**src/rtl/clint_arbiter.sv**
```systemverilog
// Round-robin arbiter funnelling N single-beat masters onto one CLINT slave port.
// One access in flight at a time; a WAIT watchdog aborts accesses the slave never answers.
module clint_arbiter #(
    parameter int unsigned N_MASTERS = 2,
    parameter int unsigned ADDR_W    = 16,
    parameter int unsigned DATA_W    = 32,
    parameter int unsigned TIMEOUT   = 255
) (
    input  logic                             clk,
    input  logic                             reset,
    input  logic [N_MASTERS-1:0]             m_valid,
    input  logic [N_MASTERS*ADDR_W-1:0]      m_address,
    input  logic [N_MASTERS*DATA_W-1:0]      m_wdata,
    input  logic [N_MASTERS*(DATA_W/8)-1:0]  m_wstrb,
    output logic [DATA_W-1:0]                m_rdata,
    output logic [N_MASTERS-1:0]             m_ready,
    output logic [N_MASTERS-1:0]             m_err,
    output logic                             s_valid,
    output logic [ADDR_W-1:0]                s_address,
    output logic [DATA_W-1:0]                s_wdata,
    output logic [(DATA_W/8)-1:0]            s_wstrb,
    input  logic [DATA_W-1:0]                s_rdata,
    input  logic                             s_ready,
    output logic                             busy
);

    localparam int unsigned STRB_W = DATA_W / 8;
    localparam int unsigned GNT_W  = $clog2(N_MASTERS);
    localparam int unsigned CNT_W  = $clog2(TIMEOUT + 1);

    typedef enum logic [1:0] {
        ST_IDLE,
        ST_ISSUE,
        ST_WAIT
    } state_t;

    state_t               r_state;
    state_t               w_state_nxt;
    logic [N_MASTERS-1:0] r_pending;
    logic [N_MASTERS-1:0] w_pending_nxt;
    logic [N_MASTERS-1:0] w_accept;
    logic [GNT_W-1:0]     r_grant;
    logic [GNT_W-1:0]     w_grant_nxt;
    logic [GNT_W-1:0]     r_last;
    logic [GNT_W-1:0]     w_last_nxt;
    logic [GNT_W-1:0]     w_pick;
    logic [GNT_W-1:0]     w_idx;
    logic                 w_found;
    logic [CNT_W-1:0]     r_cnt;
    logic [CNT_W-1:0]     w_cnt_nxt;

    logic [ADDR_W-1:0]    r_req_addr  [N_MASTERS];
    logic [DATA_W-1:0]    r_req_wdata [N_MASTERS];
    logic [STRB_W-1:0]    r_req_wstrb [N_MASTERS];

    logic                 r_s_valid,   w_s_valid_nxt;
    logic [ADDR_W-1:0]    r_s_address, w_s_address_nxt;
    logic [DATA_W-1:0]    r_s_wdata,   w_s_wdata_nxt;
    logic [STRB_W-1:0]    r_s_wstrb,   w_s_wstrb_nxt;
    logic [DATA_W-1:0]    r_m_rdata,   w_m_rdata_nxt;
    logic [N_MASTERS-1:0] r_m_ready,   w_m_ready_nxt;
    logic [N_MASTERS-1:0] r_m_err,     w_m_err_nxt;
    logic                 r_busy,      w_busy_nxt;

    // A master may queue one request, and only when it has nothing pending or in flight.
    always_comb begin
        w_accept = '0;
        for (int unsigned i = 0; i < N_MASTERS; i++) begin
            w_accept[i] = m_valid[i] & ~r_pending[i]
                        & ~((r_state != ST_IDLE) && (r_grant == GNT_W'(i)));
        end
    end

    // Round-robin pick: first pending master after the last one served.
    always_comb begin
        w_pick  = r_last;
        w_found = 1'b0;
        w_idx   = '0;
        for (int unsigned k = 1; k <= N_MASTERS; k++) begin
            w_idx = GNT_W'((32'(r_last) + 32'(k)) % 32'(N_MASTERS));
            if (!w_found && r_pending[w_idx]) begin
                w_pick  = w_idx;
                w_found = 1'b1;
            end
        end
    end

    always_comb begin
        w_state_nxt     = r_state;
        w_pending_nxt   = r_pending | w_accept;
        w_grant_nxt     = r_grant;
        w_last_nxt      = r_last;
        w_cnt_nxt       = r_cnt;
        w_s_valid_nxt   = 1'b0;
        w_s_address_nxt = r_s_address;
        w_s_wdata_nxt   = r_s_wdata;
        w_s_wstrb_nxt   = r_s_wstrb;
        w_m_rdata_nxt   = r_m_rdata;
        w_m_ready_nxt   = '0;
        w_m_err_nxt     = '0;
        case (r_state)
            ST_IDLE: begin
                if (|r_pending) begin
                    w_grant_nxt             = w_pick;
                    w_pending_nxt[w_pick]   = 1'b0;
                    w_s_valid_nxt           = 1'b1;
                    w_s_address_nxt         = r_req_addr[w_pick];
                    w_s_wdata_nxt           = r_req_wdata[w_pick];
                    w_s_wstrb_nxt           = r_req_wstrb[w_pick];
                    w_state_nxt             = ST_ISSUE;
                end
            end
            ST_ISSUE: begin
                w_cnt_nxt   = '0;
                w_state_nxt = ST_WAIT;
            end
            ST_WAIT: begin
                if (s_ready) begin
                    w_m_rdata_nxt          = s_rdata;
                    w_m_ready_nxt[r_grant] = 1'b1;
                    w_last_nxt             = r_grant;
                    w_state_nxt            = ST_IDLE;
                end else if (r_cnt == CNT_W'(TIMEOUT - 1)) begin
                    // Counter reaches TIMEOUT on this edge: abort with an error pulse.
                    w_cnt_nxt              = CNT_W'(TIMEOUT);
                    w_m_rdata_nxt          = '0;
                    w_m_ready_nxt[r_grant] = 1'b1;
                    w_m_err_nxt[r_grant]   = 1'b1;
                    w_last_nxt             = r_grant;
                    w_state_nxt            = ST_IDLE;
                end else begin
                    w_cnt_nxt = r_cnt + CNT_W'(1);
                end
            end
            default: w_state_nxt = ST_IDLE;
        endcase
        w_busy_nxt = (w_state_nxt != ST_IDLE);
    end

    always_ff @(posedge clk or negedge reset) begin
        if (!reset) begin
            r_state     <= ST_IDLE;
            r_pending   <= '0;
            r_grant     <= '0;
            r_last      <= GNT_W'(N_MASTERS - 1);
            r_cnt       <= '0;
            r_s_valid   <= 1'b0;
            r_s_address <= '0;
            r_s_wdata   <= '0;
            r_s_wstrb   <= '0;
            r_m_rdata   <= '0;
            r_m_ready   <= '0;
            r_m_err     <= '0;
            r_busy      <= 1'b0;
        end else begin
            r_state     <= w_state_nxt;
            r_pending   <= w_pending_nxt;
            r_grant     <= w_grant_nxt;
            r_last      <= w_last_nxt;
            r_cnt       <= w_cnt_nxt;
            r_s_valid   <= w_s_valid_nxt;
            r_s_address <= w_s_address_nxt;
            r_s_wdata   <= w_s_wdata_nxt;
            r_s_wstrb   <= w_s_wstrb_nxt;
            r_m_rdata   <= w_m_rdata_nxt;
            r_m_ready   <= w_m_ready_nxt;
            r_m_err     <= w_m_err_nxt;
            r_busy      <= w_busy_nxt;
        end
    end

    // Per-master request capture on acceptance.
    always_ff @(posedge clk or negedge reset) begin
        if (!reset) begin
            for (int unsigned i = 0; i < N_MASTERS; i++) begin
                r_req_addr[i]  <= '0;
                r_req_wdata[i] <= '0;
                r_req_wstrb[i] <= '0;
            end
        end else begin
            for (int unsigned i = 0; i < N_MASTERS; i++) begin
                if (w_accept[i]) begin
                    r_req_addr[i]  <= m_address[i*ADDR_W +: ADDR_W];
                    r_req_wdata[i] <= m_wdata[i*DATA_W +: DATA_W];
                    r_req_wstrb[i] <= m_wstrb[i*STRB_W +: STRB_W];
                end
            end
        end
    end

    assign s_valid   = r_s_valid;
    assign s_address = r_s_address;
    assign s_wdata   = r_s_wdata;
    assign s_wstrb   = r_s_wstrb;
    assign m_rdata   = r_m_rdata;
    assign m_ready   = r_m_ready;
    assign m_err     = r_m_err;
    assign busy      = r_busy;

endmodule

```
**config.mk**
```make
export PLATFORM = sky130hd
export DESIGN_NAME = clint_arbiter
export DESIGN_NICKNAME = d
export VERILOG_FILES = /design/src/rtl/clint_arbiter.sv
export SDC_FILE = /design/constraint.sdc
export NUM_CORES = 1
export LEC_CHECK = 0
export ABC_AREA = 1
export CAP_MARGIN = 20
export CORE_ASPECT_RATIO = 2
export CORE_MARGIN = 3
export CORE_UTILIZATION = 45
export CTS_CLUSTER_SIZE = 28
export DETAILED_ROUTE_END_ITERATION = 8
export GPL_TIMING_DRIVEN = 1
export PLACE_DENSITY = 0.75
export SLEW_MARGIN = 20
export SYNTH_ARGS = -nofsm -noshare
export SYNTH_HDL_FRONTEND = slang
export SYNTH_SLANG_ARGS = --single-unit
```
**constraint.sdc**
```tcl
create_clock -name clk -period 3.5 [get_ports clk]
set_input_delay 0.35 -clock clk [delete_from_list [all_inputs] [get_ports clk]]
set_output_delay 0.35 -clock clk [all_outputs]
set_load 0.01 [all_outputs]
```
After elaboration in Yosys (flattened, before gate mapping)
Index checks and enable logic that the tools add are counted.
{"block": "totals", "elab_cells": 101, "regBits": 208, "out_inout_bits": 90}
{"block": "classes", "n_addsub": 3, "n_eq_ne": 4, "n_mux": 40, "bitwise": 13, "n_lt_le_gt_ge": 7, "reduce_logical": 15}
{"op": "2-to-1 mux 32 bit", "n": 5}
{"op": "2-to-1 mux 16 bit", "n": 3}
{"op": "2-to-1 mux 2 bit", "n": 10}
{"op": "2-to-1 mux 8 bit", "n": 2}
{"op": "one-hot mux 8 bit (2 select lines)", "n": 1}
{"op": "2-to-1 mux 1 bit", "n": 13}
{"op": "2-to-1 mux 4 bit", "n": 3}
{"op": "adder 8 x 1 -> 8 bit (second input constant)", "n": 1}
{"op": "== test 8 bit (second input constant)", "n": 1}
{"op": "< comparator 1 x 2 -> 1 bit (second input constant)", "n": 4}
{"op": "nonzero test 2 bit", "n": 4}
{"op": "one-hot mux 2 bit (3 select lines)", "n": 1}
{"op": "AND reduction 2 bit", "n": 3}
{"op": "logical AND 1 bit", "n": 5}
{"op": "inverter 1 bit", "n": 5}
{"op": "bitwise AND 1 bit", "n": 4}
{"op": "adder 1 bit (second input constant)", "n": 2}
{"op": "bitwise AND 2 bit", "n": 1}
{"op": "demux 1 bit (select 1 bit)", "n": 2}
{"op": "== test 2 x 1 -> 1 bit (second input constant)", "n": 1}
{"op": "== test 2 bit (second input constant)", "n": 1}
{"op": "greater-or-equal comparator 1 bit (second input constant)", "n": 2}
{"op": "greater-or-equal comparator 2 bit (second input constant)", "n": 1}
{"op": "logical NOT 2 bit", "n": 1}
{"op": "6 further kinds", "n": 6}

Logic depth before layout (Yosys ltp)
Gate-level depths: netlist (run 1).
{"block": "depth", "ltp_word": 15, "mapped_depth": 10, "mapped_depth_nobuf": 9}

Worst setup path before layout (run 1)
OpenSTA, ideal clock, no wires.
{"block": "synth_timing", "kind": "reg2reg", "start": "reg r_cnt[0]", "end": "reg r_m_rdata[10], in the netlist m_rdata[10]", "arrival_ns": 1.308, "path_stages_with_launch": 11, "path_buffers": 1, "setup_slack_ns": 2.075, "path_cell_list": "dfrtp_1 inv_1 ha_1 nand2_1 nor2_4 nand2_4 nand2_4 nand2_4 buf_6 nand2_2 nand2_1"}
{"block": "synth_between", "elab_chain_cells": 3}
{"item": "start: declaration", "line_no": "49", "source": "logic [CNT_W-1:0] r_cnt;"}
{"item": "start signal: assignment", "line_no": "160", "source": "r_cnt <= w_cnt_nxt;"}
{"item": "== test 8 bit", "line_no": "123", "source": "end else if (r_cnt == CNT_W'(TIMEOUT - 1)) begin"}
{"item": "nonzero test 2 bit (no source line)"}
{"item": "AND reduction 2 bit (no source line)"}
{"item": "end signal: assignment", "line_no": "165", "source": "r_m_rdata <= w_m_rdata_nxt;"}
{"item": "end: declaration", "line_no": "60", "source": "logic [DATA_W-1:0] r_m_rdata, w_m_rdata_nxt;"}
Every way passes these cells.
A chain may end at the register's enable or synchronous reset.

Final worst setup path (run 1)
{"block": "layout_timing", "start": "reg r_state[0]", "end": "reg r_s_wdata[18], in the netlist s_wdata[18]"}
{"block": "layout_between", "elab_chain_cells": 2}
{"item": "start: declaration", "line_no": "37", "source": "state_t r_state;"}
{"item": "start signal: assignment", "line_no": "156", "source": "r_state <= w_state_nxt;"}
{"item": "logical NOT 2 bit", "line_no": "101", "source": "case (r_state)"}
{"item": "AND reduction 2 bit (no source line)"}
{"item": "end signal: assignment", "line_no": "163", "source": "r_s_wdata <= w_s_wdata_nxt;"}
{"item": "end: declaration", "line_no": "58", "source": "logic [DATA_W-1:0] r_s_wdata, w_s_wdata_nxt;"}
Every way passes these cells.

==> results.txt, run 1 <==
- Gpl congestion: 0.814
* Total nets after synthesis: 1121
- Number of buffer and inverter instances along the worst setup path: 1
- The worst register-to-register path ends at s_wdata[18]$_DFFE_PN0P_.
- Summing all multi-input logic gate instances after layout gives 0.00268 mm^2.
* Min Tclk post-route: 2.05 ns
* Cell Rows: 71
* Buffer type at the clock tree root: sky130_fd_sc_hd__clkbuf_16
* Post-placement cell area: 0.0111 mm^2
* Clock tree from TritonCTS: done
- During synthesis, Yosys emitted a total of 0 warnings.
* Number of antenna violations at the first check in global routing: 1
* Die outline area: 0.0211 mm^2
* Critical path endpoint category: flop
* Tightest Hold Check Type: in2async
- Endpoint arrival time on the critical path: 2.45 ns
- Across all layers, the routed design uses 7007 vias.
- In this run the cell area of the synthesized design comes to 0.00870 mm^2.
- Die X-Extent: 104 um
- Maximum buffer depth of the clock tree: 3
* Via count of the first global-routing pass: 7296
- The worst-case IR drop observed on VDD is 0.000553 V.
- Slowest-stage cell, CP: sky130_fd_sc_hd__buf_4
* Number of setup buffers added after CTS: 0
- In this run the register-to-register setup slack is 1.45 ns.
* Number of H-tree branching levels: 1
- Global-route congestion overflow total: 0
- Share of final-layout standard cells stronger than drive strength 1: 5.82%
- Timing would allow up to 488 MHz.
* Ports placed on the boundary: 231
* Core area: 0.0189 mm^2
- Worst Slack Setup Final: 1.45 ns
- Maximum single-stage delay on the critical path: 0.49 ns
- Final instance area: 0.0117 mm^2
* Post-place setup slack: 1.35 ns
- Detailed placement finished with a half-perimeter wire length of 15600 um.
* Summed negative setup slack over all endpoints: 0 ns
- Top Family by Delay on Critical Path: simple AND/OR/NAND/NOR gates
- The signal on the critical path passes through nor2_2, o21ai_4, nor2_4, buf_4, nand2_1, nand3_1.
- Compared with the post-synthesis result, the final layout area differs by 34.1%.
- The worst setup path is launched from a flop.
* Final clock period utilization by the worst path: 58.5%
* Final worst clock skew: 0.00537 ns
* Average detailed-routed wire length per instance: 15.1 um
* Reg area: 0.00521 mm^2
- Clock transition at the registers of the reported paths: 0.06 ns
- Global routing consumed, over all layers together, 21.1% of the routing resources.
- Critical path peak fanout: 41
* RSZ-0062 raised after global routing: no
- EDFF count, synth: 0
- Clock buffers created by TritonCTS: 19
- For this design the ratio of total power to cell area is 834 mW/mm^2.
- Counting the fill cells in the layout gives 1667.
- Register area share after synthesis: 59.8%
- The floorplan step set the die height to 203 um.
- Number of cells on the worst reg-to-reg path: 6
- Initial standard-cell utilization of the core: 46.0%
* Quantity of I/O buffers inserted on ports: 230
- Actual slew at the worst max-slew pin: 0.848 ns
- Result of the run: complete, no violations
- Final max-slew violation count: 0
- For this run, design rule violations remaining after detail routing come to 0.
- Clock sinks: 208
- Once detail routing completed, the nets flagged for antenna violations numbered 0.
* Dominant synthesized flop cell: sky130_fd_sc_hd__dfrtp_1
- Ys async rst share: 100%
* Pin count of the biggest net entering global routing: 118
* Syn Area/Cell: 8.90 um^2
- The tool flagged a number of max-cap violations equal to 0.
- The first global-routing pass estimated 36200 um of wire.
- R2r startpoint: r_state[0]$_DFF_PN0_
* CP Class: reg2reg
- Detailed-router iteration count before antenna repair: 5
* Post-synthesis sequential element count: 208
* Hold violation total from the final report: 0
- Post-synthesis instance total: 978
- Setup violations remaining at the end of the flow were counted as 0.
- DR vias/cell: 4.80
* Leakage component of the power: 5.78 nW
- Wires add up to 22000 um.
- Count of different cell masters after synthesis: 26
- Headroom to the max-slew limit came out at 43.2%.
- The detailed router finished its first iteration with 373 violations.
* Post-layout nets: 1337
* Required time at the endpoint of the critical path: 3.90 ns
* Clock latency on the worst-skew pair: 0.47 ns
==> how the worst max path moves through the flow <==
stage                    startpoint                           to  slack [ns]  cells after the start
5_1_grt        r_state[0]$_DFF_PN0_      s_wdata[31]$_DFFE_PN0P_        1.24                      6
2_1_floorplan  r_cnt[0]$_DFFE_PN0P_      m_rdata[10]$_DFFE_PN0P_        2.08                     10
3_5_place_dp             m_valid[0]  r_req_wdata[37]$_DFFE_PN0P_        1.35                      5
6_report       r_state[0]$_DFF_PN0_      s_wdata[18]$_DFFE_PN0P_        1.45                      6
3_3_place_gp                s_ready         r_cnt[7]$_DFFE_PN0P_        1.39                      7
4_1_cts        r_state[0]$_DFF_PN0_      s_wdata[31]$_DFFE_PN0P_        1.41                      6
==> Yosys cell counts, types with 2 or more instances <==
cell type,number,area share (%)
sky130_fd_sc_hd__inv_1,123,5.3
sky130_fd_sc_hd__buf_4,5,0.43
sky130_fd_sc_hd__nor2_2,4,0.29
sky130_fd_sc_hd__nand3_1,97,5.6
sky130_fd_sc_hd__buf_2,8,0.46
sky130_fd_sc_hd__o21ai_1,29,1.7
sky130_fd_sc_hd__nand2_1,352,15
sky130_fd_sc_hd__nand2_4,3,0.39
sky130_fd_sc_hd__a21oi_1,3,0.17
sky130_fd_sc_hd__o21ai_2,7,0.70
sky130_fd_sc_hd__nor2_1,6,0.26
sky130_fd_sc_hd__nor2_4,3,0.39
sky130_fd_sc_hd__nand3_2,2,0.23
sky130_fd_sc_hd__nor3_1,2,0.12
sky130_fd_sc_hd__o21ai_0,75,4.3
sky130_fd_sc_hd__nand2_2,10,0.72
sky130_fd_sc_hd__clkbuf_1,13,0.56
sky130_fd_sc_hd__buf_6,21,2.7
sky130_fd_sc_hd__dfrtp_1,207,60
sky130_fd_sc_hd__ha_1,2,0.29
==> flip-flops by register name (all words and copies together), names as in the netlist <==
register,cells
m_rdata,32
r_cnt,8
r_req_addr,32
m_err,2
s_address,16
r_last,1
s_wdata,32
r_grant,1
s_wstrb,4
m_ready,2
r_pending,2
r_req_wdata,64
r_state,2
r_req_wstrb,8
s_valid,1
busy,1
==> kinds of logic after synthesis <==
kind of cell / Yosys count / synth area share (%)
simple gates: 482 / 23.4
fa+ha+maj: 2 / 0.288
buf+inv: 172 / 9.58
flops: 208 / 59.8
compound gates: 114 / 6.86
==> repair_timing <==
| action | 4_1_cts | 5_1_grt |
|---|---|---|
| endpoints found under the hold margin | 37 | 0 |
| endpoints found under the setup margin | 0 | 0 |
| gates resized for setup | 0 | 0 |
| hold buffers | 1 | 0 |
==> final cells by class <==
| cell class | instances | share of cell area [%] |
|---|---|---|
| clock buffers | 26 | 4.47 |
| well taps | 255 | 2.74 |
| clock inverters | 4 | 0.408 |
| repair buffers | 243 | 20.7 |
| inverters | 124 | 3.99 |
| flip-flops and latches | 208 | 44.6 |
| multi-input cells | 598 | 23.0 |
| diodes | 1 | 0.0215 |
==> layer usage <==
metal | part of all wire [%] | vias up | global-route usage, % | wire length, um
met5 | 0 | - | 0 | 0
met4 | 3.8 | 0 | 8.94 | 846
met3 | 4.7 | 46 | 3.21 | 1020
met2 | 54 | 200 | 39.5 | 11900
met1 | 37 | 3312 | 23.5 | 8190
li1 | - | 3449 | - | -
==> where the power goes <==
group	leakage, nW	switching (W)	internal (W)	total [W]
Sequential	2.62	0.000612	0.00348	0.00409
Combinational	2.89	0.00206	0.00164	0.00369
Clock	0.277	0.000830	0.00111	0.00194
==> per-stage QoR <==
step	util, %	power, W	hold slack, ns	cells
6_report	61.6	0.00973	0.350	1459
2_1_floorplan	-	0.00627	0.0544	978
3_3_place_gp	58.6	0.00773	0.284	1427
4_1_cts	61.6	0.00987	0.347	1458
5_1_grt	61.6	0.0105	0.367	1459
3_5_place_dp	58.6	0.00788	0.286	1427
==> cells in the final DEF, fill, tap and decap left out <==
master                            count
sky130_fd_sc_hd__a21oi_1              3
sky130_fd_sc_hd__buf_12               1
sky130_fd_sc_hd__buf_4               11
sky130_fd_sc_hd__bufinv_16            1
sky130_fd_sc_hd__clkbuf_1             5
sky130_fd_sc_hd__clkbuf_16           19
sky130_fd_sc_hd__clkbuf_8             3
sky130_fd_sc_hd__clkdlybuf4s50_1    229
sky130_fd_sc_hd__clkinv_2             2
sky130_fd_sc_hd__clkinvlp_4           1
sky130_fd_sc_hd__dfrtp_1            207
sky130_fd_sc_hd__dfstp_2              1
sky130_fd_sc_hd__diode_2              1
sky130_fd_sc_hd__dlygate4sd3_1        1
sky130_fd_sc_hd__ha_1                 2
sky130_fd_sc_hd__inv_1              123
sky130_fd_sc_hd__inv_2                1
sky130_fd_sc_hd__nand2_1            352
sky130_fd_sc_hd__nand2_2             10
sky130_fd_sc_hd__nand2_4              3
sky130_fd_sc_hd__nand3_1             97
sky130_fd_sc_hd__nand3_4              2
sky130_fd_sc_hd__nand3b_1             1
sky130_fd_sc_hd__nand4_1              1
sky130_fd_sc_hd__nor2_1               6
sky130_fd_sc_hd__nor2_2               4
sky130_fd_sc_hd__nor2_4               3
sky130_fd_sc_hd__nor3_1               2
sky130_fd_sc_hd__nor3_2               1
sky130_fd_sc_hd__o21ai_0             75
sky130_fd_sc_hd__o21ai_1             29
sky130_fd_sc_hd__o21ai_2              6
sky130_fd_sc_hd__o21ai_4              1
==> worst reg2reg max path: stages (launching register included) <==
cell and delay [ns]:
sky130_fd_sc_hd__dfrtp_1 0.42, sky130_fd_sc_hd__nor2_2 0.21, sky130_fd_sc_hd__o21ai_4 0.26, sky130_fd_sc_hd__nor2_4 0.38
sky130_fd_sc_hd__buf_4 0.49, sky130_fd_sc_hd__nand2_1 0.14, sky130_fd_sc_hd__nand3_1 0.09
No activity file was read; power rests on OpenSTA's default activity.
==> run 2, diff against run 1 <==
Settings changed: CORE_UTILIZATION 45 to 44, PLACE_DENSITY 0.75 to 0.76.
Clock period 3.5 ns to 1.7 ns, I/O delays scaled along.
==> run 2 against run 1 <==
  * Combinational power increased by 120%
  * Die area increased by 2.2%
  * Via count increased by 1.5%
  * Sequential share of layout area shrank 0.82 points
  * First-iteration DRC count is 7.0% lower
  * Critical path type is now reg2out
==> results.txt, run 2 (synthesized netlist as in run 1, its figures left out) <==
- Clock transition at the registers of the reported paths: 0.06 ns (about the same)
- The via count of the first global-routing pass came to 7295 (-0.014%).
* Capturing point of the worst reg2reg path: m_rdata[16]$_DFFE_PN0P_
- The worst setup path is of the reg2out kind.
* Number of H-tree branching levels: 1 (unchanged)
- Leakage component of the power: 5.87 nW (+1.5%)
* Gpl congestion: 0.811 (-0.34%)
- The relative slew slack is 74.2% (+31 points).
- TritonCTS built the clock tree.
- Endpoint arrival time on the critical path: 1.43 ns (-1.02 ns)
- Most frequent standard cell in the layout excluding fill and tap cells: sky130_fd_sc_hd__nand2_1
- The peak fanout along the critical path is 2 (-95%).
* Actual slew at the worst max-slew pin: 0.386 ns (-0.462 ns)
- R2r startpoint: r_cnt[0]$_DFFE_PN0P_
- The number of cells traversed by the worst register-to-register path came to 9 (+3).
- Initial standard-cell utilization of the core: 44.9% (-1.1 points)
* Max Cap Viol: 0 (unchanged)
- The final sum of negative setup slack is 0 ns (unchanged).
* Post-place setup slack: 0.00456 ns (-1.34 ns)
* Clock sinks: 208 (unchanged)
* Wire length of the first global-routing pass: 36000 um (-0.53%)
* Hold violation total from the final report: 0 (unchanged)
- Internal reg-to-reg setup slack: 0.14 ns (-1.31 ns)
* Worst Slack Setup Final: 0.0953 ns (-1.36 ns)
- Setup repair after global routing left no endpoint under its margin.
- The path class of the tightest hold or removal check is in2async.
* Max frequency: 623 MHz
* Maximum single-stage delay on the critical path: 0.56 ns (+0.07 ns)
- The count of nets after finishing came to 1345 (+0.60%).
- Detailed-router iteration count before antenna repair: 5 (unchanged)
- Final max-slew violation count: 0 (unchanged)
- Final worst clock skew: 0.0140 ns (+0.00866 ns)
* Ports placed on the boundary: 231 (unchanged)
- The total length of routed wires was 22500 um (+2.2%).
* Core area: 0.0194 mm^2 (+2.4%)
- Area added between synthesis and finish: 36.6%
- The signal on the critical path passes through clkdlybuf4s50_1.
- Maximum buffer depth of the clock tree: 3 (unchanged)
- The total overflow reported by the global router is 0 (unchanged).
- In this run the worst setup path begins at s_wdata[13]$_DFFE_PN0P_.
- The overall die height came to 205 um (+1.1%).
- Dividing the final minimum period by the clock period gives 94.4%.
- Critical path endpoint category: output pin
- DR DRC count: 0 (unchanged)
- Highest ir drop seen on vdd: 0.000993 V (+80%)
- Buffer type at the clock tree root: sky130_fd_sc_hd__clkbuf_16
* Drt first-iter violations: 347 (-7.0%)
- Power density over cell area: 1730 mW/mm^2 (+110%)
- The maximum number of pins on one net before global-route repair was 69 (-42%).
* Min Tclk post-route: 1.60 ns
- The critical path required time was 1.53 ns (-2.37 ns).
- GRT Util Overall: 20.6% (-0.50 points)
- Clock buffers created by TritonCTS: 20 (+1)
- Result of the run: complete, no violations
* Average detailed-routed wire length per instance: 15.2 um (+0.98%)
* Antenna-violating nets left: 0 (unchanged)
* Die X-Extent: 105 um (+1.1%)
* Share of final-layout standard cells stronger than drive strength 1: 6.60% (+0.78 points)
- The number of buffers and inverters on the critical path is 1 (unchanged).
- Slowest-stage cell, CP: sky130_fd_sc_hd__clkdlybuf4s50_1
* DR vias/cell: 4.82 (+0.32%)
- Die outline area: 0.0216 mm^2 (+2.2%)
- Broken down by cell family, the worst path's largest delay share belongs to buffers and inverters.
- The initial antenna violation count came to 2 (+1).
- Final number of setup-violating endpoints: 0 (unchanged)
- The detailed-placement wirelength estimate was 15800 um (+1.1%).
- The register with the most flip-flops in the final layout is r_req_wdata.
- The library cells used most frequently in the layout, excluding fill and tap cells, are sky130_fd_sc_hd__nand2_1 (352), sky130_fd_sc_hd__clkdlybuf4s50_1 (229), sky130_fd_sc_hd__dfrtp_1 (207), sky130_fd_sc_hd__inv_1 (123), sky130_fd_sc_hd__nand3_1 (97).
- The detailed-route via count is 7111 (+1.5%).
- CP startpoint kind: flop
- The later-pin clock latency in the skew report was 0.48 ns (about the same).
* Quantity of I/O buffers inserted on ports: 230 (unchanged)
* Cell Rows: 72 (+1.4%)
* Number of flip-flops under the largest register name: 64 (unchanged)
-- run 2: report_power, final --
part | switching [W] | internal [W] | leakage (nW)
Combinational | 0.00436 | 0.00360 | 2.94
Clock | 0.00179 | 0.00239 | 0.304
Sequential | 0.00126 | 0.00717 | 2.62
-- run 2: metrics by stage --
step	hold WS [ns]	instances	utilization (%)	power, W	instance area, um^2
6_report	0.136	1476	61.3	0.0206	11900
5_1_grt	0.149	1474	61.3	0.0221	11900
4_1_cts	0.129	1471	61.1	0.0208	11800
3_5_place_dp	0.0825	1437	57.9	0.0165	11200
3_3_place_gp	0.0833	1437	57.9	0.0162	11200
2_1_floorplan	-0.126	978	-	0.0129	8700
-- run 2: per-layer routing --
| layer | up-vias | GRT usage, % | wire [um] |
|---|---|---|---|
| met3 | 55 | 2.78 | 1070 |
| met5 | - | 0 | 0 |
| li1 | 3471 | - | - |
| met2 | 210 | 38.9 | 12300 |
| met1 | 3375 | 22.4 | 8110 |
| met4 | 0 | 9.62 | 981 |
-- run 2: what timing repair did --
item	4_1_cts	5_1_grt
hold endpoints to repair	207	0
setup endpoints to repair	2	29
hold buffers	1	0
gates resized for setup	1	3
gates cloned	0	1
buffers inserted	0	0
-- run 2: worst max-delay path by stage --
stage / endpoint / slack [ns] / cells after the start
after floorplan: m_rdata[10]$_DFFE_PN0P_ / 0.28 / 10
after global placement: m_rdata[23]$_DFFE_PN0P_ / 0.12 / 9
after detailed placement: m_rdata[19]$_DFFE_PN0P_ / 0.005 / 9
after CTS: s_wdata[13] / 0.05 / 1
after global routing: m_rdata[25]$_DFFE_PN0P_ / 0.007 / 9
final: s_wdata[13] / 0.1 / 1
-- run 2: cell type report --
type,count,area (um^2)
antenna,4,10.0
clock buffer,29,586
clock inverter,4,26.3
fill,1676,7490
inverter,124,465
multi-input combinational,599,2730
sequential,208,5210
tap,259,324
timing repair buffer,249,2540
==> RTL change: new RTL, flow settings as in run 2 <==
The 3 states of `state_t` get a one-hot encoding in 3 bits.
--- a/src/rtl/clint_arbiter.sv
+++ b/src/rtl/clint_arbiter.sv
@@ -30,6 +30,6 @@
 
-    typedef enum logic [1:0] {
-        ST_IDLE,
-        ST_ISSUE,
-        ST_WAIT
+    typedef enum logic [2:0] {
+        ST_IDLE  = 3'b001,
+        ST_ISSUE = 3'b010,
+        ST_WAIT  = 3'b100
     } state_t;
Formal check against the unedited RTL: same outputs for any inputs over 4 cycles, from zero or initial values and one cycle with reset low; so few cycles prove little.
==> RTL change against run 2 <==
- wire length is 16% higher
- synthesized cell count is 13% higher
- clock power is 18% higher
- sequential share of layout area is 1.6 points lower
- synthesized area is 3.4% higher
- cell count is 8.9% higher
- maximum frequency is 0.57% lower
- worst hold slack better by 0.089 ns
- final area is 4.4% higher
- total power is 12% higher
- first-iteration DRC count is 71% higher
- setup slack worse by 0.0092 ns
- sequential cell count is 1 higher
- critical endpoint is now s_wdata[2]
==> RTL change: results (changes against run 2) <==
Parameter                              Value

Yosys
  Cells taking the most area after synthesis    dfrtp_1 (58%), nand2_1 (25%), nand3_1 (8.6%), buf_2 (2.4%), nand2_2 (1.1%) (was dfrtp_1 (60%), nand2_1 (15%), nand3_1 (5.6%), inv_1 (5.3%), o21ai_0 (4.3%))
  Most common library cells after synthesis    nand2_1 (606), dfrtp_1 (207), nand3_1 (154) (was nand2_1 (352), dfrtp_1 (207), inv_1 (123))
  Total nets after synthesis    1,247 (was 1,121)
  Xor/xnor share of the synthesized area    0.0974% (was 0%)
  Fraction of synthesis flops using an asynchronous set or reset pin    100% (unchanged)
  Yosys cell types    24 (was 26)
  Fraction of the mapped netlist area in compound gates    0.403% (was 6.86%)
  Sequential cell area fraction in the yosys report    58.2% (was 59.8%)
  Adder-cell area share of the yosys netlist    0.278% (was 0.288%)

Detailed routing
  Final Routed Wirelength    25.9 mm (was 22.5 mm)
  Number of design-rule violations left by the first detailed-router iteration    594 (was 347)
  Mean number of vias per cell    5.02 (was 4.82)

Clocking
  Level count of the clock H-tree    1 (unchanged)
  Post-CTS repair timing setup buffer count    0 (unchanged)
  Number of resized instances in the post-cts repair step    0 (was 1)
  Clock buffer depth    3 (unchanged)
  Clk root buf    clkbuf_16 (unchanged)

Setup path
  Delay of the slowest cell on the worst path    0.61 ns (was 0.56 ns)
  Largest fanout on the critical path    2 (unchanged)
  FF-to-FF path depth    8 (was 9)
  Slowest-stage cell, CP    clkdlybuf4s50_1 (unchanged)
  Worst path top cell family by delay    buffers and inverters (unchanged)

Power and ir drop
  Worst supply voltage drop on vdd    1170 µV (was 993 µV)
  Cell leakage power    6.42 nW (was 5.87 nW)

Place
  HPWL reported at the end of detailed placement    17.9 mm (was 15.8 mm)
  Cell area after placement    0.0116 mm² (was 0.0112 mm²)
  Setup Slack @ Placement    0.118 ns (was 0.00456 ns)
  Final RePlAce weighted congestion    0.838 (was 0.811)

STA
  Worst setup skew after layout    0.0154 ns (was 0.0140 ns)
  Max-slew headroom    65.8% (was 74.2%)

GRT
  Global-route wire length before repair    42.3 mm (was 36.0 mm)
  Pin count of the biggest net entering global routing    60 (was 69)
  Via count of the first global-routing pass    8,420 (was 7,295)
  Total routing usage reported by global routing    23.5% (was 20.6%)
  Number of antenna violations at the first check in global routing    5 (was 2)

Layout
  Share of cells above drive strength 1    7.53% (was 6.60%)
  Commonest non-fill, non-tap cell in the layout    nand2_1 (unchanged)
  Final #Nets    1,470 (was 1,345)
  Number of filler instances in the final layout    1,702 (was 1,676)
  Most flop-heavy register    r_req_wdata (unchanged)

Job
  Number of violations of the max-capacitance limit    0 (unchanged)

Run status
  Outcome    finished clean (unchanged)
-- RTL change: layout make-up --
class                   instances  area (µm²)  share of cell area [%]
diodes                          5        12.5                   0.101
clock buffers                  23         533                    4.30
clock inverters                13         199                    1.60
inverters                      23        86.3                   0.696
multi-input cells             811        3370                    27.2
flip-flops and latches        209        5230                    42.2
well taps                     262         328                    2.64
repair buffers                262        2640                    21.3
-- RTL change: worst paths after layout --
check	end	startpoint	slack (ns)
min in group clk	m_rdata[10]$_DFFE_PN0P_	s_rdata[10]	0.23
hold reg to reg	r_req_wdata[20]$_DFFE_PN0P_	r_req_wdata[20]$_DFFE_PN0P_	0.47
hold / removal	s_wdata[30]$_DFFE_PN0P_	reset	0.23
max in group asynchronous	s_address[11]$_DFFE_PN0P_	reset	0.83
setup / recovery	s_wdata[2]	s_wdata[2]$_DFFE_PN0P_	0.09
setup reg to reg	r_req_addr[26]$_DFFE_PN0P_	r_state[0]$_DFF_PN1_	0.16
-- RTL change: metrics by stage --
step	std cells	util, %	power [mW]
global placement	1566	58.2	17.9
CTS	1603	61.9	23.3
detailed placement	1566	58.2	18.2
floorplan	1104	-	13.9
finish	1608	62.0	23.1
global route	1607	62.0	24.8
-- RTL change: metal layers --
metal / vias up / wire [µm] / GRT usage, % / share of wire, %
li1: 3880 / - / - / -
met1: 3837 / 9220 / 26.2 / 36
met2: 286 / 13800 / 42.1 / 53
met3: 72 / 1780 / 4.59 / 6.9
met4: 0 / 1170 / 11.5 / 4.5
met5: - / 0 / 0 / 0
-- RTL change: where the power goes --
part           switching (mW)  total, mW  internal [mW]  leakage, nW
Combinational            5.76       9.78           4.02         3.42
Sequential               1.23       8.38           7.15         2.64
Clock                    1.91       4.93           3.03        0.356
